===== src/rtl/serial_compare_ctrl.sv =====
// MSB-first serial magnitude compare sequencer: one bit per clock, early exit
// on the first differing bit, with a start/busy/done handshake and registered result.
module serial_compare_ctrl #(
  parameter int WIDTH = 8,
  parameter int CW    = $clog2(WIDTH+1)
) (
  input  logic             clk,
  input  logic             rst,
  input  logic             start,
  input  logic [WIDTH-1:0] a,
  input  logic [WIDTH-1:0] b,
  output logic             busy,
  output logic             done,
  output logic             gt,
  output logic             eq,
  output logic             lt,
  output logic [CW-1:0]    bits_used
);

  typedef enum logic {IDLE, SCAN} state_t;

  state_t           state;
  logic [WIDTH-1:0] sa, sb;
  logic [CW-1:0]    idx;
  logic [CW-1:0]    cnt;
  logic             abit, bbit;

  // 1-bit comparator stage always looks at the current MSB of the shifters
  assign abit = sa[WIDTH-1];
  assign bbit = sb[WIDTH-1];

  always_ff @(posedge clk) begin
    if (rst) begin
      state     <= IDLE;
      sa        <= '0;
      sb        <= '0;
      idx       <= '0;
      cnt       <= '0;
      busy      <= 1'b0;
      done      <= 1'b0;
      gt        <= 1'b0;
      eq        <= 1'b0;
      lt        <= 1'b0;
      bits_used <= '0;
    end else begin
      done <= 1'b0;
      case (state)
        IDLE: begin
          if (start) begin
            sa    <= a;
            sb    <= b;
            idx   <= CW'(WIDTH-1);
            cnt   <= '0;
            busy  <= 1'b1;
            state <= SCAN;
          end
        end
        SCAN: begin
          if (abit != bbit || idx == '0) begin
            // abit/bbit directly encode gt/lt; equal bits here mean idx hit 0
            gt        <= abit & ~bbit;
            lt        <= ~abit & bbit;
            eq        <= (abit == bbit);
            bits_used <= cnt + CW'(1);
            done      <= 1'b1;
            busy      <= 1'b0;
            state     <= IDLE;
          end else begin
            sa  <= sa << 1;
            sb  <= sb << 1;
            idx <= idx - CW'(1);
            cnt <= cnt + CW'(1);
          end
        end
        default: state <= IDLE;
      endcase
    end
  end

endmodule


===== config.mk =====
export PLATFORM = sky130hd
export DESIGN_NAME = serial_compare_ctrl
export DESIGN_NICKNAME = d
export VERILOG_FILES = /design/src/rtl/serial_compare_ctrl.sv
export SDC_FILE = /design/constraint.sdc
export NUM_CORES = 1
export LEC_CHECK = 0
export ABC_AREA = 0
export BUFFER_PORTS_ARGS = -buffer_cell sky130_fd_sc_hd__buf_2
export CAP_MARGIN = 20
export CORE_UTILIZATION = 51
export CTS_BUF_LIST = sky130_fd_sc_hd__clkbuf_8
export DETAILED_ROUTE_END_ITERATION = 6
export PLACE_DENSITY = 0.8
export SLEW_MARGIN = 20
export SYNTH_ARGS = -nofsm -noshare
export SYNTH_HDL_FRONTEND = slang
export SYNTH_SLANG_ARGS = --single-unit

===== constraint.sdc =====
create_clock -name clk -period 1.6 [get_ports clk]
set_clock_uncertainty 0.15 [all_clocks]
set_input_delay 0.16 -clock clk [delete_from_list [all_inputs] [get_ports clk]]
set_output_delay 0.16 -clock clk [all_outputs]
set_load 0.1 [all_outputs]

**Word-level counts from Yosys, hierarchy flattened**

Index checks and enable logic that the tools add are counted.

- Output and inout bits: 9
- Register bits after elaboration: 34
- Logic and storage cells: 48

- Eq/ne operators: 5
- $add $sub $neg: 2
- Reductions and logical operators: 6
- Multiplexer cells: 19
- Bitwise operators: 5

Operators with widths:

| operator | number |
|---|---|
| two-way mux 8 bit | 4 |
| case mux 8 bit (2 select lines) | 2 |
| two-way mux 4 bit | 4 |
| case mux 4 bit (2 select lines) | 2 |
| AND reduction 2 bit | 3 |
| two-way mux 1 bit | 5 |
| adder 4 x 1 -> 4 bit (second input constant) | 1 |
| logical NOT 4 bit | 1 |
| != test 2 bit (second input constant) | 2 |
| case mux 1 bit (2 select lines) | 2 |
| subtractor 4 x 1 -> 4 bit (second input constant) | 1 |
| inverter 1 bit | 3 |
| AND 1 bit | 2 |
| != test 2 x 1 -> 1 bit (second input constant) | 1 |
| OR reduction 2 bit | 1 |
| equality test 1 bit | 1 |
| logical OR 1 bit | 1 |
| != test 1 bit | 1 |

**Longest topological paths before layout**

- Depth in word-level cells: 4
- Mapped depth: 7
- Mapped depth without buffers: 6

**Worst setup path after synthesis**

No wires, ideal clock.

- Kind: register to register
- Start point: reg sa[7]
- End point: reg sa[4]
- Library setup time: 0.086 ns
- Data arrival time: 1.540 ns
- Path slack: -0.176 ns
- Cell stages (with the launch flop): 8
- Period minus slack after synthesis: 1.776 ns
- Required time: 1.364 ns
- Cells stage by stage: dfxtp_1 inv_1 ha_1 and2_1 buf_2 clkbuf_1 a211oi_1 a211oi_1

- Longest elaborated chain between the ends: 4

Ends and longest elaborated chain:

| what | line | RTL |
|---|---|---|
| from (decl) | 23 | `logic [WIDTH-1:0] sa, sb;` |
| from (signal assigned) | 69 | `sa <= sa << 1;` |
| != test 1 bit | 59 | `if (abit != bbit \|\| idx == '0) begin` |
| logical OR 1 bit | 59 |  |
| != test 2 bit (no line) | -- |  |
| AND reduction 2 bit (no line) | -- |  |

No other way between the ends.
A chain may end at the register's enable or synchronous reset.

**Worst setup path in the final report**

- Start point: reg idx[1]
- End point: reg cnt[2]

- Longest elaborated chain between the ends: 4

Ends and longest elaborated chain:

| what | line | RTL |
|---|---|---|
| from (decl) | 24 | `logic [CW-1:0] idx;` |
| from (signal assigned) | 52 | `idx <= CW'(WIDTH-1);` |
| from (signal assigned) | 71 | `idx <= idx - CW'(1);` |
| logical NOT 4 bit | 59 |  |
| logical OR 1 bit | 59 |  |
| != test 2 bit (no line) | -- |  |
| AND reduction 2 bit (no line) | -- |  |
| to (signal assigned) | 72 | `cnt <= cnt + CW'(1);` |
| to (decl) | 25 | `logic [CW-1:0] cnt;` |

No other way between the ends.

==> metrics <==
WL met1 roughly 1.6 mm; max_slew headroom 68.4%; Yosys warning count 0; Yosys reg bits 34; first-pass GRT wire length around 6.4 mm; metal2 WL ~2.1 mm; Die ar. between 3000 and 4000 um2; vias per cell a little over 6; crit-path cells inv_2 > ha_4 > nor3b_4 > buf_6 > or4_4 > a21oi_2; final worst path period share 108%; dpl hpwl roughly 2.7 mm; Area growth syn-to-layout 38.2%; via count 1412; antenna fix cells 0; antenna violations before repair 0; Core Region roughly 2800 um2; nets@finish approximately 220; Port Buffers 27; DRC viols 6; Worst R2R Start idx[1]$_SDFFE_PP0P_; RR Endpoint cnt[2]$_SDFFE_PP0P_; Worst-Skew Late Latency about 0.28 ns; fin crit period between 1.5 and 2 ns; crit path capture cnt[2]$_SDFFE_PP0P_; DIE HEIGHT roughly 57 um; Final Setup Violations 26; CP endpoint kind flip-flop; DR top layer met4; Setup crit start kind flip-flop; failing checks design-rule violations, negative setup slack; Worst path slowest cell or4_4; Critical Path Stages 6; Mean Syn Cell Area between 10 and 15 um2; DR iter-0 viols 64; largest net degree at the start of global routing 16; sequential area share after synthesis between 40% and 50%; clk buf depth 2; R2R depth 6; hold slack around 0.067 ns; Post-synth EDFFs 0; most common cell after layout, fill and taps aside dfxtp_1; Gate Count Post-Synth between 150 and 200; Tot GR Track Use around 26%; Final Wtd Congestion around 0.79; Detailed Routing Iterations Pass 1 6; RSZ-0062 raised after global routing yes; CTS buffer count 5; Pwr Total about 2300 uW; Worst Path Buf+Inv 2; Yosys top cell area share a little over two fifths; CTS Sinks 34; mapped cell area between 1500 and 2000 um2; share of post-route cells with drive strength above 1 between 50% and 60%; Initial Util a little under three fifths; TritonCTS clock tree built; Synth area leader dfxtp_1; r2r setup slk -0.13 ns; Max Cap Viol 0; Synth cell types slightly above 40; GR Overflow Total 0; Max Slew Vio Count 0; delay-heaviest family, CP simple AND/OR/NAND/NOR gates; Max Clk Rate a little under 600 MHz; io pins 28; crit-path max FO 5; CP max stage delay around 0.48 ns; Final Hold Viols 0; PwrDens roughly 1100 nW/um2; row count 19; Worst Path Required 1.66 ns; Place WS -0.146 ns; async set-reset flop share out of synthesis 0%; run status complete, but fails checks; Critical path origin idx[1]$_SDFFE_PP0P_; Leak 0.000852 uW; DR WL met3 117 um; Die Width between 50 and 60 um; Worst-path clk slew 0.07 ns; worst min-delay path class input pin to flip-flop; H-Tree Depth 2; vias in the first global route ~1400; remaining antenna violation count 0; final wirelength about 3.9 mm; setup TNS -1.32 ns; root buffer cell clkbuf_8; Routed wire per std cell about 17 um; Final WS setup -0.126 ns; syn nets 176; commonest cells after routing, fill and taps aside 31 x dfxtp_1, 27 x buf_2, 19 x buf_4, 16 x a211oi_2, 14 x mux2i_1; Peak VDD IR around 760 uV; largest cells by area after synthesis dfxtp_1 44%, a211oi_1 14%, mux2i_1 9.1%; Synth Flop Type dfxtp_1; Worst Tran Pin Value approximately 0.47 ns; Critical Path AT 1.79 ns; Crit Path Category flip-flop to flip-flop
## worst reg2reg max path, stage by stage (launching register included)
cell and delay (ns):
dfxtp_2 0.33, inv_2 0.05, ha_4 0.15, nor3b_4 0.18
buf_6 0.15, or4_4 0.48, a21oi_2 0.17
## metal layers
layer  GRT usage (%)  vias up
li1                -      669
met1            28.4      700
met2            46.4       32
met3            4.99       11
met4            12.5        0
met5               0        -
## per-stage QoR
stage / utilization [%] / std cells / instance area (um2)
after floorplan: - / 153 / 1640
after global placement: 68.2 / 221 / 1910
after detailed placement: 68.2 / 221 / 1910
after CTS: 74.0 / 230 / 2080
after global routing: 76.2 / 229 / 2140
final: 76.2 / 229 / 2140
## worst min-delay path by stage
stage | start | end | slack [ns] | cells past startpoint
6_report | rst | idx[3]$_SDFFE_PP0P_ | 0.07 | 2
5_1_grt | b[3] | sb[3]$_SDFFE_PP0P_ | 0.08 | 3
4_1_cts | rst | idx[3]$_SDFFE_PP0P_ | 0.02 | 2
3_5_place_dp | b[0] | sb[0]$_SDFFE_PP0P_ | 0.27 | 3
3_3_place_gp | a[0] | sa[0]$_SDFFE_PP0P_ | 0.26 | 3
2_1_floorplan | a[0] | sa[0]$_SDFFE_PP0P_ | 0.15 | 2
## flip-flops by register name (all words and copies together), names as in the netlist
name	count
sa	8
busy	1
lt	1
eq	1
cnt	4
idx	4
gt	1
state	1
bits_used	4
done	1
sb	8
## power by group
group	switching (uW)	total [uW]	internal [uW]
Combinational	428	743	315
Sequential	64.2	991	927
Clock	298	589	292
Total	790	2320	1530
## layout make-up
type / count / area [um2]
Clock buffer: 5 / 68.8
Clock inverter: 2 / 10.0
Fill cell: 183 / 667
Inverter: 8 / 31.3
Multi-Input combinational cell: 98 / 965
Sequential cell: 34 / 684
Tap cell: 31 / 38.8
Timing Repair Buffer: 51 / 340
## cell usage after synthesis (2+ instances only)
library cell	number
o2bb2ai_1	2
mux2i_1	14
ha_1	4
nand2_1	6
buf_6	2
o211ai_1	3
buf_2	3
a211oi_1	29
xor2_1	2
clkbuf_1	6
nand3_1	3
nor2b_1	2
a21oi_1	6
inv_1	7
nor3_1	2
dfxtp_1	34
a22o_2	4
## cells by family after synthesis
group | Yosys count | synth area share (%)
AO/OA/AOI/OAI | 55 | 27.4
flip-flops | 34 | 44.0
AND/OR/NAND/NOR | 23 | 8.57
buffers and inverters | 21 | 6.63
multiplexers | 14 | 9.05
adder cells (fa/ha/maj) | 4 | 3.23
XOR/XNOR | 2 | 1.13
## timing repair
action / 4_1_cts / 5_1_grt
hold endpoints to repair: 2 / 0
hold buffers: 2 / 0
endpoints found under the setup margin: 28 / 32
gates resized for setup: 17 / 12
pin swaps: 5 / 9
buffers inserted: 0 / 0
No activity file was read; power rests on OpenSTA's default activity.
